===== src/rtl/fpu_pkg.sv =====
// rtl/fpu_pkg.sv - shared FP16 constants and FSM state encoding for the FPU units
package fpu_pkg;

    localparam int FP16_EXP_W  = 5;
    localparam int FP16_FRAC_W = 10;
    localparam int FP16_SIG_W  = FP16_FRAC_W + 1;
    localparam int FP16_BIAS   = 15;

    localparam logic [15:0] FP16_QNAN    = 16'h7E00;
    localparam logic [4:0]  FP16_EXP_MAX = 5'd31;

    localparam logic [2:0] ST_IDLE      = 3'd0;
    localparam logic [2:0] ST_DECODE    = 3'd1;
    localparam logic [2:0] ST_DIVIDE    = 3'd2;
    localparam logic [2:0] ST_NORMALIZE = 3'd3;
    localparam logic [2:0] ST_PACK      = 3'd4;

endpackage


===== src/rtl/fpu_fp16_classify.sv =====
// rtl/fpu_fp16_classify.sv - combinational FP16 field split and operand classification
//   value   : FP16 operand
//   sign    : sign bit
//   exp     : biased exponent
//   sig     : significand {1, frac}; hidden bit always set (subnormals flush to zero)
//   is_zero : exponent field is zero, any fraction
//   is_inf  : exponent all ones, fraction zero
//   is_nan  : exponent all ones, fraction nonzero
module fpu_fp16_classify
    import fpu_pkg::*;
(
    input  logic [15:0] value,
    output logic        sign,
    output logic [4:0]  exp,
    output logic [10:0] sig,
    output logic        is_zero,
    output logic        is_inf,
    output logic        is_nan
);

    logic [9:0] frac;

    assign sign    = value[15];
    assign exp     = value[14:10];
    assign frac    = value[9:0];
    assign sig     = {1'b1, frac};
    assign is_zero = (exp == 5'd0);
    assign is_inf  = (exp == FP16_EXP_MAX) && (frac == 10'd0);
    assign is_nan  = (exp == FP16_EXP_MAX) && (frac != 10'd0);

endmodule


===== src/rtl/fpu_div_iterative.sv =====
// rtl/fpu_div_iterative.sv - multi-cycle FP16 divider, restoring mantissa division, 1 bit/cycle
//   clk, rst_n : clock, asynchronous active-low reset
//   valid_in   : start request, sampled only when idle
//   a, b       : operands, FP16 in [15:0]; upper halves ignored
//   valid_out  : one-cycle completion pulse
//   result     : {16'b0, quotient}, held until the next completion
//   busy       : high while an operation is in flight
module fpu_div_iterative (
    input  logic        clk,
    input  logic        rst_n,
    input  logic        valid_in,
    input  logic [31:0] a,
    input  logic [31:0] b,
    output logic        valid_out,
    output logic [31:0] result,
    output logic        busy
);

    import fpu_pkg::*;

    logic [2:0]        state;
    logic [3:0]        cnt;
    logic [15:0]       a_reg;
    logic [15:0]       b_reg;
    logic [11:0]       rem;
    logic [11:0]       q;
    logic [10:0]       mb_reg;
    logic              sign_q;
    logic signed [6:0] exp_q;
    logic signed [6:0] nexp_q;
    logic [9:0]        mant_q;

    logic        sign_a, sign_b;
    logic [4:0]  exp_a, exp_b;
    logic [10:0] sig_a, sig_b;
    logic        zero_a, zero_b, inf_a, inf_b, nan_a, nan_b;

    logic [11:0] rem_diff;
    logic        rem_ge;
    logic [15:0] pack_val;

    logic unused_hi;
    assign unused_hi = ^{a[31:16], b[31:16]};

    // Operand registers stay stable for the whole operation, so the
    // classification outputs can be consumed combinationally in any state.
    fpu_fp16_classify u_class_a (
        .value   (a_reg),
        .sign    (sign_a),
        .exp     (exp_a),
        .sig     (sig_a),
        .is_zero (zero_a),
        .is_inf  (inf_a),
        .is_nan  (nan_a)
    );

    fpu_fp16_classify u_class_b (
        .value   (b_reg),
        .sign    (sign_b),
        .exp     (exp_b),
        .sig     (sig_b),
        .is_zero (zero_b),
        .is_inf  (inf_b),
        .is_nan  (nan_b)
    );

    assign busy     = (state != ST_IDLE);
    assign rem_diff = rem - {1'b0, mb_reg};
    assign rem_ge   = (rem >= {1'b0, mb_reg});

    always_comb begin
        pack_val = {sign_q, nexp_q[4:0], mant_q};
        if (nan_a || nan_b || (zero_a && zero_b) || (inf_a && inf_b)) begin
            pack_val = FP16_QNAN;
        end else if (inf_a || zero_b) begin
            pack_val = {sign_q, FP16_EXP_MAX, 10'd0};
        end else if (zero_a || inf_b) begin
            pack_val = {sign_q, 15'd0};
        end else if (nexp_q >= 7'sd31) begin
            pack_val = {sign_q, FP16_EXP_MAX, 10'd0};
        end else if (nexp_q <= 7'sd0) begin
            pack_val = {sign_q, 15'd0};
        end
    end

    always_ff @(posedge clk or negedge rst_n) begin
        if (!rst_n) begin
            state     <= ST_IDLE;
            cnt       <= 4'd0;
            valid_out <= 1'b0;
            result    <= 32'd0;
            a_reg     <= 16'd0;
            b_reg     <= 16'd0;
            rem       <= 12'd0;
            q         <= 12'd0;
            mb_reg    <= 11'd0;
            sign_q    <= 1'b0;
            exp_q     <= 7'sd0;
            nexp_q    <= 7'sd0;
            mant_q    <= 10'd0;
        end else begin
            case (state)
                ST_IDLE: begin
                    valid_out <= 1'b0;
                    if (valid_in) begin
                        a_reg <= a[15:0];
                        b_reg <= b[15:0];
                        state <= ST_DECODE;
                    end
                end
                ST_DECODE: begin
                    rem    <= {1'b0, sig_a};
                    mb_reg <= sig_b;
                    q      <= 12'd0;
                    cnt    <= 4'd0;
                    sign_q <= sign_a ^ sign_b;
                    // 7-bit signed range covers -16..46 without wrap.
                    exp_q  <= {2'b00, exp_a} - {2'b00, exp_b} + 7'd15;
                    state  <= ST_DIVIDE;
                end
                ST_DIVIDE: begin
                    // Remainder stays below 2*mb, so bit 11 of the
                    // difference is always clear and the shift is lossless.
                    if (rem_ge) begin
                        q   <= {q[10:0], 1'b1};
                        rem <= {rem_diff[10:0], 1'b0};
                    end else begin
                        q   <= {q[10:0], 1'b0};
                        rem <= {rem[10:0], 1'b0};
                    end
                    if (cnt == 4'd11) begin
                        cnt   <= 4'd0;
                        state <= ST_NORMALIZE;
                    end else begin
                        cnt <= cnt + 4'd1;
                    end
                end
                ST_NORMALIZE: begin
                    // Quotient lies in [0.5, 2): at most one position of shift.
                    if (q[11]) begin
                        mant_q <= q[10:1];
                        nexp_q <= exp_q;
                    end else begin
                        mant_q <= q[9:0];
                        nexp_q <= exp_q - 7'sd1;
                    end
                    state <= ST_PACK;
                end
                ST_PACK: begin
                    valid_out <= 1'b1;
                    result    <= {16'd0, pack_val};
                    state     <= ST_IDLE;
                end
                default: begin
                    state <= ST_IDLE;
                end
            endcase
        end
    end

endmodule


===== config.mk =====
export PLATFORM = sky130hd
export DESIGN_NAME = fpu_div_iterative
export DESIGN_NICKNAME = d
export VERILOG_FILES = /design/src/rtl/fpu_pkg.sv /design/src/rtl/fpu_fp16_classify.sv /design/src/rtl/fpu_div_iterative.sv
export SDC_FILE = /design/constraint.sdc
export NUM_CORES = 1
export LEC_CHECK = 0
export BUFFER_PORTS_ARGS = -buffer_cell sky130_fd_sc_hd__buf_2
export CAP_MARGIN = 20
export CORE_UTILIZATION = 53
export DETAILED_ROUTE_END_ITERATION = 7
export HOLD_SLACK_MARGIN = 0.06
export MAX_ROUTING_LAYER = met4
export PLACE_DENSITY = 0.77
export REMOVE_ABC_BUFFERS = 1
export SYNTH_ARGS = -nofsm -noshare
export SYNTH_HDL_FRONTEND = slang
export SYNTH_SLANG_ARGS = --single-unit

===== constraint.sdc =====
create_clock -name clk -period 6 [get_ports clk]
set_input_delay 0.6 -clock clk [delete_from_list [all_inputs] [get_ports clk]]
set_output_delay 0.6 -clock clk [all_outputs]
set_load 0.02 [all_outputs]

==> flow_summary.toml, run 1 <==
[sta]
fin_worst_skew_ns = 0.00698
timing.setup.tns_ns = 0
worstMarginPinSlew_ns = 0.962
fmax_mhz = 359
max-slew-margin-rel_pct = 35.7
fin_hold_ws_ns = 0.232
final.period_utilization_pct = 46.5
finalMaxSlewViolations = 0
finalHoldViolCount = 0
setup_viol = 0
min_period_ns = 2.79
grt_setup_unrepaired = "no"

[layout]
drive_gt1_share_pct = 19.2
seq_area_mm2 = 0.00290
areaGrowthSynthToFinish_pct = 13.7
fin_nets = 706
multiInputGateArea_mm2 = 0.00268
n_fill_cell = 875
diodes = 0
final_util_pct = 61.9

[floorplanning]
die_w_um = 108
initial_core_util_pct = 54.4
die_y_um = 108
core-area_mm2 = 0.0108
rows = 38
die_area_mm2 = 0.0116
ios = 101

[detailed_routing]
antenna_left = 0
wl_um = 12200
drt-met1-wl_um = 5300
drc = 0
via_per_inst = 5.68
dr_total_vias = 4370
drt-initial-drc-count = 229
wire_per_inst_um = 15.9
dr_wl_met2_um = 6000
wl_met3_um = 595
firstDrtPassIters = 5
top_layer_used = "met4"

[clock_tree]
clk_path_buf_depth = 2
htree_levels = 4
hold_buffers = 0
cts_root_buf = "clkbuf_8"
clk_latency_ns = 0.51
cts_tree = "yes"
cts_setup_buffers = 0
cts_resized = 0
cts_buffers = 17
cts_sinks = 116
clkTransAtPathRegs_ns = 0.06

[critical_path]
r2r_setup_slack_ns = 3.21
arrival_ns = 3.22
crit_path_max_fanout = 16
crit_required_ns = 6.44
cp-start-kind = "flop"
crit_path_end_kind = "flop"
path_cells = "ha_1 > a21oi_1 > o21ai_0 > nand4_1 > o211a_1 > mux2_2 > a21oi_1"
cp_slowest_cell = "o211a_1"
cp_slowest_stage_delay_ns = 0.59
worst-setup-path-type = "reg -> reg"
path_buf_inv = 0
crit_top_cell = "a21oi_1"
cpLargestDelayFamily = "compound AO/OA/AOI/OAI gates"

[pwr]
ir_drop_uv = 359
power_density_mw_per_mm2 = 672
power_mw = 4.50
leakage_nw = 3.11

[synth]
synth_edf_count = 0
avgSynthCellArea_um2 = 10.3
synth_top_area_share_pct = 49.2
post-synth-top-area-cell = "dfrtp_1"
syn_inst = 573
syn_area_mm2 = 0.00590
ys_top_cells_by_area = "dfrtp_1, mux2_2, o21ai_0"
yosys_warnings = 0
synth.distinct_cells = 59
yosysSeqAreaShare_pct = 49.2
yosys-top-cells-count = "dfrtp_1, nand2_1, o21ai_0, nor2_1, a21oi_1"
ys.flop_type = "dfrtp_1"
async_flop_share_pct = 100
ys_ff_latch = 116
yosysMostFrequentCell = "dfrtp_1"

[placed_design]
place_hpwl_um = 8160
gp_congestion = 0.905
port-buffer-count = 52

[run]
maxCapViolCount = 0

[global_routing]
grt_pass1_wl_um = 20400
antenna_found_initial = 0
grt_util_all_layers_pct = 23.6
grt_max_degree = 74
overflow = 0
first_global_vias = 4323

[status]
status = "finished clean"

[worst_hold_path]
hold_path.class = "in -> async"
## metal layers
metal,vias up,GRT usage [%]
li1,2079,-
met1,2117,28.1
met2,141,37.9
met3,33,6.23
met4,0,10.3
met5,-,-
## area by class of cell
type                            instances  area share [%]
Clock buffer                           20            6.49
Clock inverter                         11            1.59
Inverter                               27            1.51
Multi-Input combinational cell        400            40.0
Sequential cell                       116            43.3
Tap cell                              140            2.61
Timing Repair Buffer                   56            4.48
## placed cells by master, fill, tap and decap left out, drive strengths merged, types with 3 or more instances in the layout
cell,instances
inv,28
nor2b,3
clkinvlp,3
dfrtp,116
clkinv,6
a22o,22
xnor2,10
buf,56
o31a,3
nand2b,8
nand2,63
nor3,8
clkbuf,20
a211oi,3
nor2,32
nand3b,3
nand4,4
nor4,6
a22oi,4
mux2i,18
o21ai,55
a21o,4
conb,16
mux2,29
and3,8
ha,19
o21a,3
a21oi,27
nand3,9
o22ai,3
or4,5
xor2,9
## path summary, 6_finish.rpt
kind | cells past startpoint | end | from
worst max-delay path | 7 | rem[1] | rem[7]
worst min-delay path | 1 | result[0] | rst_n
worst max register to register | 7 | rem[1] | rem[7]
worst min register to register | 2 | mb_reg[10] | mb_reg[10]
max in group asynchronous | 2 | mant_q[9] | rst_n
min in group clk | 3 | b_reg[13] | b[13]
## metrics by stage
stage	area [µm²]	setup slack, ns	instances
2_1_floorplan	5690	3.52	543
3_3_place_gp	6150	3.41	738
3_5_place_dp	6150	3.32	738
4_1_cts	6690	3.25	769
5_1_grt	6710	3.04	770
6_report	6710	3.21	770
## where the power goes
part	switching [mW]	internal, mW	total, mW
combinational	1.23	0.921	2.15
sequential	0.295	1.14	1.43
clock	0.358	0.558	0.917
## logic make-up (layout without fill, tap and decap cells)
logic type | Yosys count | after routing | synth area share (%)
compound gates | 141 | 141 | 15.3
xor+xnor | 19 | 19 | 2.82
fa+ha+maj | 21 | 21 | 4.71
buf+inv | 72 | 114 | 6.26
flops | 116 | 116 | 49.2
mux | 47 | 47 | 8.59
other cells | 1 | 16 | 0.0636
simple gates | 156 | 156 | 13.0
No activity file was read; power rests on OpenSTA's default activity.
==> run 2, diff against run 1 <==
- ABC_AREA: default -> 1
- CORE_UTILIZATION: 53 -> 51
- clock period: 6 -> 2.4 ns (I/O delays scaled with it)
==> flow_summary.toml, run 2 <==
[sta]
finalMaxSlewViolations = 0
fmax_mhz = 476
timing.setup.tns_ns = 0
max-slew-margin-rel_pct = 59.8
grt_setup_unrepaired = "no"
final.period_utilization_pct = 87.4
fin_worst_skew_ns = 0.00858
finalHoldViolCount = 0
min_period_ns = 2.10
setup_viol = 0
worstMarginPinSlew_ns = 0.604

[detailed_routing]
drt-met1-wl_um = 6070
firstDrtPassIters = 4
via_per_inst = 5.02
wire_per_inst_um = 13.0
antenna_left = 0
dr_total_vias = 5087
dr_wl_met2_um = 6250
drt-initial-drc-count = 252
top_layer_used = "met4"
wl_um = 13100
wl_met3_um = 583
drc = 0

[floorplanning]
initial_core_util_pct = 52.2
rows = 40
core-area_mm2 = 0.0120
die_area_mm2 = 0.0127
die_y_um = 113
die_w_um = 113
ios = 101

[critical_path]
crit_path_end_kind = "flop"
path_buf_inv = 2
arrival_ns = 2.42
cp-start-kind = "flop"
crit_required_ns = 2.72
ff2ff_path_depth = 12
path_depth = 12
cpLargestDelayFamily = "simple AND/OR/NAND/NOR gates"
crit_path_max_fanout = 16
worst-setup-path-type = "reg -> reg"
path_cells = "inv_1 > ha_1 > fa_1 > nand3b_1 > nand3_1 > nand2_4 > nand3_4 > nand2_1 > o21ai_2 > nand2_1 > nand2_1 > inv_1"
cp_slowest_cell = "fa_1"
cp_slowest_stage_delay_ns = 0.40
crit_top_cell = "nand2_1"

[synth]
yosysSeqAreaShare_pct = 46.5
ys_top_cells_by_area = "dfrtp_1, nand2_1, inv_1"
synth.distinct_cells = 41
synth_top_area_share_pct = 46.5
syn_area_mm2 = 0.00624
synth_edf_count = 0
post-synth-top-area-cell = "dfrtp_1"
ys_ff_latch = 116
avgSynthCellArea_um2 = 8.12
yosysMostFrequentCell = "nand2_1"
async_flop_share_pct = 100
ys.flop_type = "dfrtp_1"
yosys_warnings = 0
syn_inst = 768
yosys-top-cells-count = "nand2_1, dfrtp_1, inv_1, nor2_1, o21ai_0"

[clock_tree]
cts_sinks = 116
clkTransAtPathRegs_ns = 0.05
cts_tree = "yes"
clk_latency_ns = 0.42
clk_path_buf_depth = 2
htree_levels = 4
cts_buffers = 17
cts_resized = 0
cts_root_buf = "clkbuf_16"

[pwr]
power_density_mw_per_mm2 = 1530
ir_drop_uv = 996
leakage_nw = 3.76

[global_routing]
grt_pass1_wl_um = 23100
grt_util_all_layers_pct = 23.9
grt_max_degree = 50
first_global_vias = 4982
antenna_found_initial = 0
overflow = 0

[layout]
final_common_cell = "nand2_1"
areaGrowthSynthToFinish_pct = 19.6
fin_nets = 942
final_util_pct = 62.4
mostFrequentLayoutCells = "nand2_1, dfrtp_1, inv_1, nor2_1, o21ai_0"
diodes = 0
n_fill_cell = 1006
drive_gt1_share_pct = 15.7

[placed_design]
port-buffer-count = 52
place_hpwl_um = 9080
gp_congestion = 0.943

[worst_hold_path]
hold_depth = 3
hold_path.class = "in -> reg"

[run]
maxCapViolCount = 0

[status]
status = "finished clean"
run 2: changes by cell type in the layout (fill, tap and decap cells not counted), sizes merged, moves of 9 or more:
cell         change
inv             +72
mux2i           -18
o22ai           +10
nand3           +39
a21oi            +9
a22o            -21
o21ai           +11
dlygate4sd3     +26
nor2            +57
mux2            -14
nand2          +115
run 2: final cells by class:
class | count | area [µm²] | share of cell area, %
flip-flops and latches | 116 | 2900 | 38.9
well taps | 147 | 184 | 2.47
clock buffers | 19 | 453 | 6.07
repair buffers | 89 | 618 | 8.29
inverters | 100 | 375 | 5.03
clock inverters | 12 | 133 | 1.78
multi-input cells | 530 | 2790 | 37.5
run 2: report_power, final:
group	total [mW]	switching, mW	internal, mW
clock network	2.47	0.903	1.57
registers	3.35	0.559	2.79
logic	5.62	3.50	2.12
total	11.4	4.96	6.48
run 2: final timing paths:
kind                         endpoint       start  slack [ns]
setup / recovery               rem[4]      rem[0]        0.30
hold / removal              b_reg[14]       b[14]        0.07
setup reg to reg               rem[4]      rem[0]        0.30
hold reg to reg            mb_reg[10]  mb_reg[10]        0.46
max in group asynchronous      cnt[3]       rst_n        1.38
min in group asynchronous   result[1]       rst_n        0.37
run 2: cell families (layout without fill, tap and decap cells):
kind of cell	count (synthesis)	count (layout)	share of synthesized area, %
muxes	15	15	2.71
buffers and inverters	137	220	9.67
AOI/OAI and AO/OA	121	121	10.5
other	1	16	0.0601
adders and majority gates	21	21	4.45
xor gates and xnor gates	15	15	2.11
DFF	116	116	46.5
and+or+nand+nor	342	342	24.0
run 2: metal layers:
metal  GRT usage, %  vias to the layer above
met5              -                        -
met2           38.0                      101
li1               -                     2618
met1           29.8                     2346
met3           4.86                       22
met4           9.51                        0
run 2: tightest hold or removal path, delay by kind of cell:
family	cells	cell delay, ns
compound gates	1	0.10
buf+inv	1	0.07
simple gates	1	0.04
run 2: what timing repair did:
| action | CTS | global route |
|---|---|---|
| hold buffers | 26 | 0 |
| hold endpoints to repair | 67 | 0 |
| buffers inserted | 0 | 0 |
run 2: stage by stage:
stage / power (mW) / std cells / setup slack [ns] / cell area (µm²) / hold WS, ns
floorplan: 7.58 / 746 / 0.173 / 6070 / -0.0556
global placement: 8.75 / 956 / 0.358 / 6610 / 0.279
detailed placement: 8.92 / 956 / 0.343 / 6610 / 0.280
CTS: 11.5 / 1013 / 0.320 / 7460 / 0.0603
global route: 12.5 / 1013 / 0.125 / 7460 / 0.0678
finish: 11.4 / 1013 / 0.301 / 7460 / 0.0691
